[src/rtl/gcd_arbiter_if.sv]
// Request/response and engine-side signal bundle for gcd_arbiter.
// The arbiter takes the slave view; clients and the engine model take the master view.
interface gcd_arbiter_if #(
  parameter int unsigned N = 4,
  parameter int unsigned W = 4
);
  logic [N-1:0]   req;
  logic [N*W-1:0] req_x;
  logic [N*W-1:0] req_y;
  logic [N-1:0]   gnt;
  logic [N-1:0]   rsp_valid;
  logic [W-1:0]   rsp_data;
  logic           rsp_err;
  logic           busy;
  logic           eng_go;
  logic [W-1:0]   eng_x;
  logic [W-1:0]   eng_y;
  logic           eng_done;
  logic [W-1:0]   eng_gcd;

  modport slave (
    input  req, req_x, req_y, eng_done, eng_gcd,
    output gnt, rsp_valid, rsp_data, rsp_err, busy, eng_go, eng_x, eng_y
  );

  modport master (
    output req, req_x, req_y, eng_done, eng_gcd,
    input  gnt, rsp_valid, rsp_data, rsp_err, busy, eng_go, eng_x, eng_y
  );
endinterface

[src/rtl/gcd_arbiter.sv]
// Round-robin front end sharing one GCD engine among N requesters, with a
// local zero-operand shortcut and a watchdog on the engine wait.
module gcd_arbiter #(
  parameter int unsigned N       = 4,
  parameter int unsigned W       = 4,
  parameter int unsigned TIMEOUT = 64
) (
  input logic          clk,
  input logic          clr,
  gcd_arbiter_if.slave bus
);
  localparam int unsigned IW = (N > 1) ? $clog2(N) : 1;
  localparam int unsigned TW = $clog2(TIMEOUT);

  typedef enum logic [1:0] {StIdle, StLaunch, StWait, StResp} state_e;

  state_e        state_q, state_d;
  logic [IW-1:0] idx_q, idx_d;
  logic [IW-1:0] ptr_q, ptr_d;
  logic [W-1:0]  x_q, x_d, y_q, y_d;
  logic [W-1:0]  res_q, res_d;
  logic          err_q, err_d;
  logic [TW-1:0] timer_q, timer_d;

  logic [IW-1:0] pick, cand;
  logic          found;
  logic [W-1:0]  x_sel, y_sel;
  logic          both_nz;

  assign both_nz = (x_q != '0) && (y_q != '0);

  // Search upward from the slot after the last served requester, with wrap.
  always_comb begin
    pick  = ptr_q;
    cand  = '0;
    found = 1'b0;
    for (int i = 1; i <= int'(N); i++) begin
      cand = IW'((int'(ptr_q) + i) % int'(N));
      if (!found && bus.req[cand]) begin
        found = 1'b1;
        pick  = cand;
      end
    end
    x_sel = '0;
    y_sel = '0;
    for (int i = 0; i < int'(N); i++) begin
      if (pick == IW'(i)) begin
        x_sel = bus.req_x[i*W +: W];
        y_sel = bus.req_y[i*W +: W];
      end
    end
  end

  always_comb begin
    state_d = state_q;
    idx_d   = idx_q;
    ptr_d   = ptr_q;
    x_d     = x_q;
    y_d     = y_q;
    res_d   = res_q;
    err_d   = err_q;
    timer_d = timer_q;
    unique case (state_q)
      StIdle: begin
        if (found) begin
          idx_d   = pick;
          x_d     = x_sel;
          y_d     = y_sel;
          state_d = StLaunch;
        end
      end
      StLaunch: begin
        timer_d = '0;
        if (both_nz) begin
          state_d = StWait;
        end else begin
          // gcd with a zero operand is the other operand
          res_d   = x_q | y_q;
          err_d   = 1'b0;
          state_d = StResp;
        end
      end
      StWait: begin
        if (bus.eng_done) begin
          res_d   = bus.eng_gcd;
          err_d   = 1'b0;
          state_d = StResp;
        end else if (timer_q == TW'(TIMEOUT - 1)) begin
          res_d   = '0;
          err_d   = 1'b1;
          state_d = StResp;
        end else begin
          timer_d = timer_q + 1'b1;
        end
      end
      StResp: begin
        ptr_d   = idx_q;
        state_d = StIdle;
      end
      default: state_d = StIdle;
    endcase
  end

  always_ff @(posedge clk or posedge clr) begin
    if (clr) begin
      state_q <= StIdle;
      idx_q   <= '0;
      ptr_q   <= IW'(N - 1);
      x_q     <= '0;
      y_q     <= '0;
      res_q   <= '0;
      err_q   <= 1'b0;
      timer_q <= '0;
    end else begin
      state_q <= state_d;
      idx_q   <= idx_d;
      ptr_q   <= ptr_d;
      x_q     <= x_d;
      y_q     <= y_d;
      res_q   <= res_d;
      err_q   <= err_d;
      timer_q <= timer_d;
    end
  end

  always_comb begin
    bus.gnt       = '0;
    bus.rsp_valid = '0;
    bus.rsp_data  = '0;
    bus.rsp_err   = 1'b0;
    bus.busy      = (state_q != StIdle);
    bus.eng_go    = (state_q == StLaunch) && both_nz;
    bus.eng_x     = x_q;
    bus.eng_y     = y_q;
    if (state_q == StLaunch) begin
      bus.gnt[idx_q] = 1'b1;
    end
    if (state_q == StResp) begin
      bus.rsp_valid[idx_q] = 1'b1;
      bus.rsp_data         = res_q;
      bus.rsp_err          = err_q;
    end
  end
endmodule

[src/flat_wrapper.sv]
// flat-port wrapper written by rule: the top's interface ports become plain ports
module gcd_arbiter_flat 
#(
  parameter int unsigned N       = 4,
  parameter int unsigned W       = 4,
  parameter int unsigned TIMEOUT = 64
)
  (clk, clr, bus_req, bus_req_x, bus_req_y, bus_eng_done, bus_eng_gcd, bus_gnt, bus_rsp_valid, bus_rsp_data, bus_rsp_err, bus_busy, bus_eng_go, bus_eng_x, bus_eng_y);
  gcd_arbiter_if #(.N(N), .W(W)) bus_i ();
  input logic clk;
  input logic clr;
  input wire logic [$bits(bus_i.req)-1:0] bus_req;
  input wire logic [$bits(bus_i.req_x)-1:0] bus_req_x;
  input wire logic [$bits(bus_i.req_y)-1:0] bus_req_y;
  input wire logic [$bits(bus_i.eng_done)-1:0] bus_eng_done;
  input wire logic [$bits(bus_i.eng_gcd)-1:0] bus_eng_gcd;
  output wire logic [$bits(bus_i.gnt)-1:0] bus_gnt;
  output wire logic [$bits(bus_i.rsp_valid)-1:0] bus_rsp_valid;
  output wire logic [$bits(bus_i.rsp_data)-1:0] bus_rsp_data;
  output wire logic [$bits(bus_i.rsp_err)-1:0] bus_rsp_err;
  output wire logic [$bits(bus_i.busy)-1:0] bus_busy;
  output wire logic [$bits(bus_i.eng_go)-1:0] bus_eng_go;
  output wire logic [$bits(bus_i.eng_x)-1:0] bus_eng_x;
  output wire logic [$bits(bus_i.eng_y)-1:0] bus_eng_y;
  assign bus_i.req = bus_req;
  assign bus_i.req_x = bus_req_x;
  assign bus_i.req_y = bus_req_y;
  assign bus_i.eng_done = bus_eng_done;
  assign bus_i.eng_gcd = bus_eng_gcd;
  assign bus_gnt = bus_i.gnt;
  assign bus_rsp_valid = bus_i.rsp_valid;
  assign bus_rsp_data = bus_i.rsp_data;
  assign bus_rsp_err = bus_i.rsp_err;
  assign bus_busy = bus_i.busy;
  assign bus_eng_go = bus_i.eng_go;
  assign bus_eng_x = bus_i.eng_x;
  assign bus_eng_y = bus_i.eng_y;
  gcd_arbiter #(.N(N), .W(W), .TIMEOUT(TIMEOUT)) u_core (.clk(clk), .clr(clr), .bus(bus_i));
endmodule
[config.mk]
export PLATFORM = sky130hd
export DESIGN_NAME = gcd_arbiter_flat
export DESIGN_NICKNAME = d
export VERILOG_FILES = /design/src/rtl/gcd_arbiter_if.sv /design/src/rtl/gcd_arbiter.sv /design/src/flat_wrapper.sv
export SDC_FILE = /design/constraint.sdc
export NUM_CORES = 1
export LEC_CHECK = 0
export CORE_AREA = 2 2 67 69
export CTS_BUF_LIST = sky130_fd_sc_hd__clkbuf_4 sky130_fd_sc_hd__clkbuf_8
export DETAILED_ROUTE_END_ITERATION = 12
export DIE_AREA = 0 0 69 71
export GPL_TIMING_DRIVEN = 1
export PLACE_DENSITY = 0.74
export SETUP_SLACK_MARGIN = 0.1
export SYNTH_ARGS = -nofsm -noshare
export SYNTH_HDL_FRONTEND = slang
export SYNTH_SLANG_ARGS = --single-unit
[constraint.sdc]
create_clock -name clk -period 1.8 [get_ports clk]
set_input_delay 0.27 -clock clk [delete_from_list [all_inputs] [get_ports clk]]
set_output_delay 0.27 -clock clk [all_outputs]
set_load 0.02 [all_outputs]
# After elaboration in Yosys (flattened, before gate mapping)
# Cells that the tools add are included.
[classes]
order_cmp = 6
add_sub_neg = 5
n_mux = 46
n_reduce_logical = 19
eq_ne = 12
bitwise = 1
[op_table]
columns = ["cell", "count"]
rows = [
  ["$mux 4", 14],
  ["$lt 2x3->1 const B", 5],
  ["$mux 1", 14],
  ["$mux 2", 7],
  ["$mux 6", 2],
  ["$pmux 6 s2", 1],
  ["$bmux 1 s2", 4],
  ["$eq 2x2->1 const B", 4],
  ["$pmux 2 s4", 1],
  ["$pmux 4 s2", 1],
  ["$reduce_bool 4->1", 2],
  ["$add 6x1->6 const B", 1],
  ["$eq 6x6->1 const B", 1],
  ["$logic_and 1x1->1", 6],
  ["$ne 2x2->1 const B", 3],
  ["$reduce_and 3->1", 2],
  ["$add 2x1->2 const B", 2],
  ["$add 2x2->2 const B", 2],
  ["$eq 2x1->1 const B", 2],
  ["$logic_not 2->1", 2],
  ["$or 4x4->4", 1],
  ["$reduce_and 2->1", 2],
  ["$reduce_bool 2->1", 2],
  ["$logic_not 1->1", 3],
  ["other kinds (5)", 5],
]
[word_totals]
reg_bits = 25
input_bits = 43
output_inout_bits = 23
elab_cells = 97

# Logic depth before layout (Yosys ltp)
# Gate-level depths: netlist of the first run.
[depth]
word_depth = 18
depth_mapped = 7
ltp_nobuf = 6

# Least setup slack after synthesis of the first run
# No wires, ideal clock.
[synth_timing]
path_type = "reg2reg"
from = "reg u_core.x_q[0] (netlist: u_core.bus.eng_x[0])"
to = "reg u_core.res_q[0]"
t_required_ns = 1.675
setup_ns = 0.125
synth_period_minus_slack_ns = 1.823
n_path_buf = 1
t_arrival_ns = 1.698
slack_ns = -0.023
path_stages_with_launch = 6
path_cell_list = "dfrtp_1 -> or4_1 -> nand3_2 -> and3_1 -> buf_6 -> mux2_4"
[synth_between]
elab_chain_len = 4
elab_cells_between_ends = 7
cone_classes = "1 x eq/ne; 2 x mux; 1 x bitwise; 3 x reduce/logical"
[synth_rtl]
columns = ["element", "line", "text"]
rows = [
  ["start: declaration", "gcd_arbiter.sv:20", "logic [W-1:0] x_q, x_d, y_q, y_d;"],
  ["start signal: assignment", "gcd_arbiter.sv:109", "x_q <= '0;"],
  ["start signal: assignment", "gcd_arbiter.sv:118", "x_q <= x_d;"],
  ["$reduce_bool 4->1", "gcd_arbiter.sv:30", "assign both_nz = (x_q != '0) && (y_q != '0);"],
  ["$logic_and 1x1->1", "gcd_arbiter.sv:30", ""],
  ["$ne 2x2->1 (no source line)", "--", ""],
  ["$reduce_and 3->1 (no source line)", "--", ""],
  ["end signal: assignment", "gcd_arbiter.sv:120", "res_q <= res_d;"],
  ["end: declaration", "gcd_arbiter.sv:21", "logic [W-1:0] res_q, res_d;"],
]
# Parallel ways exist; a longest one is shown, timed or not. The select of a mux whose other input is x is not followed.
# A chain may end at the register's enable or synchronous reset.

# Worst setup path in the final report of the first run
[layout_timing]
from = "reg u_core.x_q[1] (netlist: u_core.bus.eng_x[1])"
to = "reg u_core.res_q[3]"
[layout_between]
elab_chain_len = 4
[layout_rtl]
columns = ["element", "line"]
rows = [
  ["$reduce_bool 4->1", "gcd_arbiter.sv:30"],
  ["$logic_and 1x1->1", "gcd_arbiter.sv:30"],
  ["$ne 2x2->1 (no source line)", "--"],
  ["$reduce_and 3->1 (no source line)", "--"],
]
# Every way passes these cells.

==> results.toml, run 1 <==
[run_status]
status = "finished clean"

[sta]
worst_slew_pin_slew_ns = 0.364
drv_slew = 0
rsz0062_at_grt = "true"
finalSetupViolCount = 0
fmax_mhz = 560
relSlewSlack_pct = 75.7
skew_ns = 0.00524
worst_slack_ns = 0.0133
final.period_utilization_pct = 99.3
whs_ns = 0.344
min_period_ns = 1.79
hold_viol_final = 0

[synth]
ys_seq_elements = 25
synth_edf_count = 0
yosys_warnings = 0
synth_top_cell_by_area = "dfrtp_1"
syn_inst = 171
synth_area_um2 = 1630
synthTopCellsByArea = "dfrtp_1, mux2i_1, nand2_1"
synth_top_area_share_pct = 35.3
ys_types = 40
dominantRegCellSynth = "dfrtp_1"
ys_seq_area_share_pct = 38.5
syn_area_per_cell_um2 = 9.53
async_reset_ff_share_pct = 100
syn-num-nets = 219

[final_layout]
nets = 317
regArea_um2 = 633
multi_input_comb_area_um2 = 1110
fin_util_pct = 66.7
layout-drive-gt1-share_pct = 38.8
final_common_cell = "clkdlybuf4s50_1"
area_growth_pct = 72.0
n_antenna_cell = 0
fillers = 328
layout_common_cells = "clkdlybuf4s50_1, buf_4, dfrtp_1"

[critical_path]
critPathLaunchType = "flip-flop"
path_cells = "or4_4 > nand3_2 > buf_6 > and3_4 > mux2_4"
critPathMaxFanout = 5
crit_required_ns = 1.96
slowest_stage = "or4_4"
crit_arrival_ns = 1.94
endpoint_kind = "flip-flop"
cp_slowest_stage_delay_ns = 0.54
worst-setup-path-type = "reg -> reg"

[floorplan]
start_util_pct = 38.8
chipWidth_um = 69
std_cell_rows = 24
core_area_um2 = 4200
die_h_um = 71
dieArea_um2 = 4900
io_pins = 66

[global_routing]
grt_pass1_vias = 1651
grt_max_degree = 26
antenna_found_initial = 0
grt_pass1_wl_mm = 7.29
gr-usage-all-layers_pct = 18.2
overflow = 0

[routing]
routed_via_density = 5.10
vias = 1631
antenna_left = 0
drt_iter0_markers = 89
wl_mm = 4.52
firstDrtPassIters = 4
wl_per_cell_um = 14.1
drc = 0

[clock_tree]
cts_num_sinks = 25
cts-hold-fix-buffers = 0
clockRootBuffer = "clkbuf_8"
clkLatencyLatePin_ns = 0.27
htree_levels = 1
clkTransAtPathRegs_ns = 0.08
cts.path.max_buffers = 2
cts-buffers-inserted = 3
cts_tree = "yes"

[run]
maxCapViolCount = 0

[worst_hold_path]
min_path_type = "in -> async"

[power_and_ir_drop]
power_density_nw_per_um2 = 1620
p_leak_uw = 0.00127
peakVddDrop_uv = 875
power_uw = 4550

[placed_design]
io_buffers = 65
gp_routability_congestion = 0.788
dp_slack_ns = -0.229
place_hpwl_mm = 3.21
## path summary, 6_finish.rpt
| check | start | to | slack, ns | cells after the start |
|---|---|---|---|---|
| worst max-delay path | u_core.bus.eng_x[1] | u_core.res_q[3] | 0.01 | 5 |
| worst min-delay path | clr | u_core.res_q[0] | 0.34 | 3 |
| worst max register to register | u_core.bus.eng_x[1] | u_core.res_q[3] | 0.01 | 5 |
| worst min register to register | u_core.err_q | u_core.err_q | 0.49 | 1 |
| max in group asynchronous | clr | u_core.ptr_q[0] | 1.16 | 3 |
| min in group clk | u_core.err_q | u_core.err_q | 0.49 | 1 |
## flip-flops by register name, summed over array words and instances, names as in the netlist
signal / cells
u_core.bus.eng_x: 4
u_core.bus.eng_y: 4
u_core.err_q: 1
u_core.idx_q: 2
u_core.ptr_q: 2
u_core.res_q: 4
u_core.state_q: 2
u_core.timer_q: 6
## cells by family (layout without fill, tap and decap cells)
family / Yosys count / in the layout / share of synthesized area (%)
adder cells (fa/ha/maj): 5 / 5 / 3.84
flip-flops: 25 / 25 / 38.5
multiplexers: 23 / 23 / 15.5
buffers and inverters: 17 / 114 / 5.60
AND/OR/NAND/NOR: 69 / 69 / 21.7
XOR/XNOR: 4 / 4 / 2.15
AO/OA/AOI/OAI: 28 / 28 / 12.7
## timing repair
item / CTS / global route
buffers inserted: 3 / 2
pin swaps: 10 / 10
endpoints found under the setup margin: 28 / 22
gates resized for setup: 82 / 30
## routing by layer
| metal | routed length (um) | vias up | GRT usage (%) |
|---|---|---|---|
| li1 | - | 807 | - |
| met1 | 1890 | 771 | 23.2 |
| met2 | 2320 | 49 | 31.4 |
| met3 | 268 | 4 | 3.99 |
| met4 | 34 | 0 | 5.01 |
| met5 | 0 | - | 0 |
## per-stage QoR
| stage | instances | cell area [um^2] | setup TNS [ns] |
|---|---|---|---|
| 2_1_floorplan | 171 | 1650 | 0 |
| 3_3_place_gp | 311 | 2570 | -1.87 |
| 3_5_place_dp | 311 | 2570 | -2.34 |
| 4_1_cts | 318 | 2730 | 0 |
| 5_1_grt | 320 | 2800 | -0.124 |
| 6_report | 320 | 2800 | 0 |
## final cells by class
cell class / instances / share of cell area [%]
timing repair buffer: 103 / 32.7
multi-input combinational: 129 / 39.8
clock inverter: 1 / 0.178
tap: 52 / 2.32
inverter: 7 / 1.03
sequential: 25 / 22.6
clock buffer: 3 / 1.47
## synthesized netlist by cell type (2+ instances only)
cell type and instances:
a31oi_1 2, and2_1 6, and3_1 5, buf_6 3, clkbuf_1 5, dfrtp_1 23, dfstp_2 2, ha_1 5
inv_1 7, mux2_4 4, mux2i_1 17, nand2_1 19, nand2b_1 4, nand3_1 8, nor2_1 14, nor3b_1 3
o211ai_1 2, o21ai_0 7, o221ai_1 8, o22a_1 2, or4_1 3, xor2_1 4
## critical path: cells and delay by family, from the launching register on
kind | cells | cell delay (ns)
and+or+nand+nor | 3 | 0.86
buffers and inverters | 1 | 0.10
muxes | 1 | 0.30
DFF | 1 | 0.41
## where the power goes
group / total [uW] / internal (uW) / leakage [uW] / switching (uW)
Clock: 332 / 155 / 0.0000255 / 177
Sequential: 1060 / 832 / 0.000305 / 223
Combinational: 3160 / 1710 / 0.000939 / 1450
Total: 4550 / 2690 / 0.00127 / 1850
Power figures use the tool's default switching activity.
==> run 2: changes to the inputs <==
Settings changed: CORE_AREA 2 2 67 69 to 2 2 62 64, DIE_AREA 0 0 69 71 to 0 0 64 66, PLACE_DENSITY 0.74 to 0.82.
Clock period 1.8 ns to 2.2 ns, I/O delays scaled along.
==> run 2 against run 1 <==
Compared with the run above:
- via count is 4.2% lower
- die area is 14% lower
- clock power is 38% lower
- sequential share of layout area is 3.1 points higher
- worst setup slack better by 0.21 ns
- final cell count is 8.4% lower
- critical path depth stayed put
- clock skew is 0.0056 ns higher
- non-clock buffer count is 23 lower
- sequential cell count stayed put
- sequential power is 16% lower
- largest cell class unchanged
==> results.toml, run 2 (same netlist as run 1, synthesis figures left out) <==
[global_routing]
grt_pass1_wl_mm = 7.22
antenna_found_initial = 0
gr-usage-all-layers_pct = 22.3
grt_max_degree = 26
grt_pass1_vias = 1607
overflow = 0

[placed_design]
place_area_um2 = 2380
io_buffers = 65
place_hpwl_mm = 3.26
gp_routability_congestion = 0.814

[worst_hold_path]
min_path_type = "in -> async"

[routing]
antenna_left = 0
routed_via_density = 5.33
drc = 0
vias = 1563
wl_per_cell_um = 14.8
wl_mm = 4.34
drt_iter0_markers = 57
firstDrtPassIters = 4

[clock_tree]
clkTransAtPathRegs_ns = 0.14
clkLatencyLatePin_ns = 0.33
cts.path.max_buffers = 2
cts_num_sinks = 25
cts-buffers-inserted = 3
clockRootBuffer = "clkbuf_4"
htree_levels = 1
cts_tree = "yes"

[sta]
skew_ns = 0.0108
finalSetupViolCount = 0
hold_viol_final = 0
final.period_utilization_pct = 90.0
rsz0062_at_grt = "false"
fin_tns_setup_ns = 0
fmax_mhz = 505
relSlewSlack_pct = 55.5
worst_slew_pin_slew_ns = 0.663
whs_ns = 0.332
drv_slew = 0
min_period_ns = 1.98

[power_and_ir_drop]
power.share.clock_pct = 6.7
switchingPower_uw = 1330
switching_share_pct = 43.0
comb_power_share_pct = 64.5
pwr-share-seq_pct = 28.8
power.internal_uw = 1770
power_density_nw_per_um2 = 1270
peakVddDrop_uv = 666
p_leak_uw = 0.00121

[floorplan]
std_cell_rows = 22
dieArea_um2 = 4220
start_util_pct = 45.9
io_pins = 66
core_area_um2 = 3550
die_h_um = 66
chipWidth_um = 64

[final_layout]
final_common_cell = "clkdlybuf4s50_1"
area_growth_pct = 50.5
layout-drive-gt1-share_pct = 15.1
nets = 294
layout_common_cells = "clkdlybuf4s50_1, dfrtp_1, nand2_1"
regMostFlops = "u_core.timer_q"
final_cell_area_um2 = 2450
n_antenna_cell = 0
fin_util_pct = 69.1
largest_register_ffs = 6

[critical_path]
worst-setup-path-type = "reg -> out"
critPathLaunchType = "flip-flop"
endpoint_kind = "primary output"
critPathMaxFanout = 8
crit_arrival_ns = 1.65
crit_required_ns = 1.87

[run_status]
status = "finished clean"

[run]
maxCapViolCount = 0
run 2: changes by cell type in the layout (fill, tap and decap cells not counted), moves of 4 or more:
cell,previous run,this run
buf_2,10,0
dlygate4sd2_1,0,7
o221ai_2,8,0
o221ai_1,0,8
mux2i_1,13,17
buf_6,7,0
mux2i_2,4,0
buf_4,34,14
dlymetal6s2s_1,0,5
run 2: what timing repair did:
item / in CTS / in global routing
hold buffers: 0 / 0
endpoints found under the setup margin: 15 / 10
gates resized for setup: 16 / 12
buffers inserted: 4 / 0
run 2: critical path, cell delays in order (launching register included):
cell and delay, ns:
dfrtp_2 0.47, inv_1 0.09, ha_2 0.27, nand2_1 0.07, nor2_1 0.09, dlygate4sd2_1 0.34
run 2: final cells by class:
class	count	area [um^2]
repair buffers	80	769
clock buffers	3	22.5
flip-flops and latches	25	631
fillers	294	1100
well taps	48	60.1
clock inverters	1	5.00
multi-input cells	129	940
inverters	7	26.3
run 2: power groups by stage:
stage / Combinational (uW) / Sequential (uW) / Clock, uW
final: 2000 / 895 / 207
after floorplan: 1280 / 883 / 0
after CTS: 2010 / 880 / 213
after global placement: 1910 / 886 / 0
after detailed placement: 1940 / 894 / 0
after global routing: 2190 / 923 / 231
run 2: final timing paths:
kind	cells after the start	startpoint	slack [ns]	to
max	5	u_core.state_q[1]	0.22	bus_gnt[2]
min	3	clr	0.33	u_core.timer_q[1]
max reg2reg	6	u_core.state_q[1]	0.27	u_core.res_q[0]
min reg2reg	1	u_core.err_q	0.51	u_core.err_q
max in group asynchronous	3	clr	1.58	u_core.ptr_q[1]
min in group clk	1	u_core.err_q	0.51	u_core.err_q
run 2: routing by layer:
layer | vias up | wire length [um] | GRT usage, % | part of all wire [%]
met5 | - | 0 | 0 | 0
met4 | 0 | 103 | 9.51 | 2.4
met3 | 12 | 216 | 3.41 | 5.0
met2 | 57 | 2150 | 39.1 | 50
met1 | 738 | 1860 | 27.0 | 43
li1 | 756 | - | - | -
run 2: metrics by stage:
step / power, uW / setup slack (ns) / std cells
global route: 3340 / 0.103 / 293
global placement: 2790 / 0.146 / 285
floorplan: 2160 / 0.377 / 171
finish: 3110 / 0.219 / 293
detailed placement: 2830 / 0.102 / 285
CTS: 3100 / 0.0355 / 293
==> run 3: changes to the inputs <==
Settings changed: CORE_AREA 2 2 62 64 to 2 2 63 65, CTS_BUF_LIST sky130_fd_sc_hd__clkbuf_4 sky130_fd_sc_hd__clkbuf_8 to default, DIE_AREA 0 0 64 66 to 0 0 65 67, PLACE_DENSITY 0.82 to 0.79.
==> run 3 against run 2 <==
Compared with the run above:
- global-route usage shrank 0.85 points
- clock skew is 0.0029 ns lower
- final cell count stayed put
- register-to-register slack gained 0.03 ns
- die area is 3.1% higher
- clock power rose by 33%
- first-iteration DRC count shrank 30%
- largest power group unchanged
==> results.toml, run 3 (same netlist as run 1, synthesis figures left out) <==
[run_status]
status = "finished clean"

[sta]
hold_viol_final = 0
rsz0062_at_grt = "false"
whs_ns = 0.396
fmax_mhz = 486
fin_tns_setup_ns = 0
worst_slew_pin_slew_ns = 0.370
relSlewSlack_pct = 75.3
min_period_ns = 2.06
final.period_utilization_pct = 93.4
worst_slack_ns = 0.144
drv_slew = 0
finalSetupViolCount = 0
skew_ns = 0.00790

[final_layout]
regMostFlops = "u_core.timer_q"
final_cell_area_um2 = 2480
nets = 294
area_growth_pct = 52.0
n_antenna_cell = 0
layout_common_cells = "clkdlybuf4s50_1, dfrtp_1, nand2_1"
fillers = 302
multi_input_comb_area_um2 = 936
final_common_cell = "clkdlybuf4s50_1"
layout-drive-gt1-share_pct = 13.9
regArea_um2 = 631
largest_register_ffs = 6

[global_routing]
gr-usage-all-layers_pct = 21.4
grt_pass1_wl_mm = 7.11
grt_pass1_vias = 1548
grt.busiest_layer = "met2"
antenna_found_initial = 0
met1_usage_pct = 25.8
grt_util_met2_pct = 36.1
grt_max_degree = 26
overflow = 0
met3_usage_pct = 5.91

[placed_design]
gp_routability_congestion = 0.804
place_area_um2 = 2380
dp_slack_ns = 0.0893
place_hpwl_mm = 3.43
io_buffers = 65

[critical_path]
worstReg2RegEnd = "u_core.bus.eng_x[1]"
endpoint_kind = "primary output"
cp_slowest_stage_delay_ns = 0.57
critPathLaunchType = "flip-flop"
path_cells = "or4_1 > nand3_2 > inv_1 > dlygate4sd2_1"
reg2reg_from = "u_core.state_q[0]"
critPathMaxFanout = 3
r2r_cells = 5
critPathTopFamily = "simple AND/OR/NAND/NOR gates"
reg2reg_slack_ns = 0.30
crit_arrival_ns = 1.73
critPathBufInv = 2
slowest_stage = "or4_1"
worst-setup-path-type = "reg -> out"
crit_required_ns = 1.87

[routing]
drc = 0
firstDrtPassIters = 4
routed_via_density = 5.35
vias = 1568
drt_iter0_markers = 40
antenna_left = 0
wl_mm = 4.32
wl_per_cell_um = 14.7

[clock_tree]
clkTransAtPathRegs_ns = 0.09
cts_num_sinks = 25
cts_tree = "yes"
clockRootBuffer = "clkbuf_8"
clkLatencyLatePin_ns = 0.28
cts.path.max_buffers = 2
htree_levels = 1
cts-buffers-inserted = 3

[run]
maxCapViolCount = 0

[floorplan]
chipWidth_um = 65
start_util_pct = 45.2
io_pins = 66
std_cell_rows = 22
die_h_um = 67
dieArea_um2 = 4360
core_area_um2 = 3610

[worst_hold_path]
min_path_type = "in -> async"

[power_and_ir_drop]
peakVddDrop_uv = 716
p_leak_uw = 0.00119
power_density_nw_per_um2 = 1280
[run 3: changes by cell type in the layout (fill, tap and decap cells not counted), sizes merged]
cell | before | now
dlymetal6s2s | 5 | 4
clkbuf | 5 | 3
clkdlybuf4s50 | 50 | 55
clkdlybuf4s15 | 1 | 0
dlygate4sd2 | 7 | 6
[run 3: per-layer routing]
| metal | part of all wire (%) | routed length, um | vias to the layer above |
|---|---|---|---|
| li1 | - | - | 757 |
| met4 | 1.9 | 80 | 0 |
| met2 | 49 | 2120 | 61 |
| met3 | 6.9 | 300 | 8 |
| met1 | 42 | 1820 | 742 |
| met5 | 0 | 0 | - |
[run 3: power breakdown]
part | switching (uW) | leakage [uW] | internal [uW]
clock network | 149 | 0.0000255 | 127
logic | 966 | 0.000854 | 1040
registers | 215 | 0.000308 | 679
[run 3: through the flow]
stage | util, % | total power [uW] | cells
finish | 68.7 | 3170 | 293
global route | 68.7 | 3410 | 293
CTS | 67.8 | 3160 | 290
detailed placement | 66.1 | 2860 | 286
global placement | 66.1 | 2810 | 286
floorplan | - | 2160 | 171
[run 3: area by class of cell]
cell class	instances	area share, %
Clock buffer	3	1.67
Clock inverter	1	0.202
Inverter	7	1.06
Multi-Input combinational cell	129	37.8
Sequential cell	25	25.5
Tap cell	48	2.42
Timing Repair Buffer	80	31.4
[run 3: how the worst max path moves through the flow]
stage / from / endpoint / slack, ns / cells past startpoint
4_1_cts: u_core.state_q[1] / bus_rsp_valid[1] / 0.07 / 4
6_report: u_core.bus.eng_x[0] / bus_eng_go / 0.14 / 4
2_1_floorplan: u_core.bus.eng_x[0] / u_core.res_q[0] / 0.38 / 5
5_1_grt: u_core.bus.eng_x[0] / bus_eng_go / 0.10 / 4
3_5_place_dp: bus_req[3] / u_core.bus.eng_x[1] / 0.09 / 5
3_3_place_gp: bus_req[3] / u_core.bus.eng_x[0] / 0.13 / 5
[run 3: worst reg2reg max path: cells and delay by family, from the launching register on]
kind            cells  cell delay [ns]
fa+ha+maj           1             0.23
flops               1             0.47
compound gates      1             0.23
simple gates        2             0.78
buf+inv             1             0.10
[run 3: timing repair]
item / in CTS / in global routing
setup endpoints to repair: 15 / 9
setup buffers: 0 / 3
hold endpoints to repair: 0 / 0
hold buffers: 0 / 0
resized for setup: 11 / 5
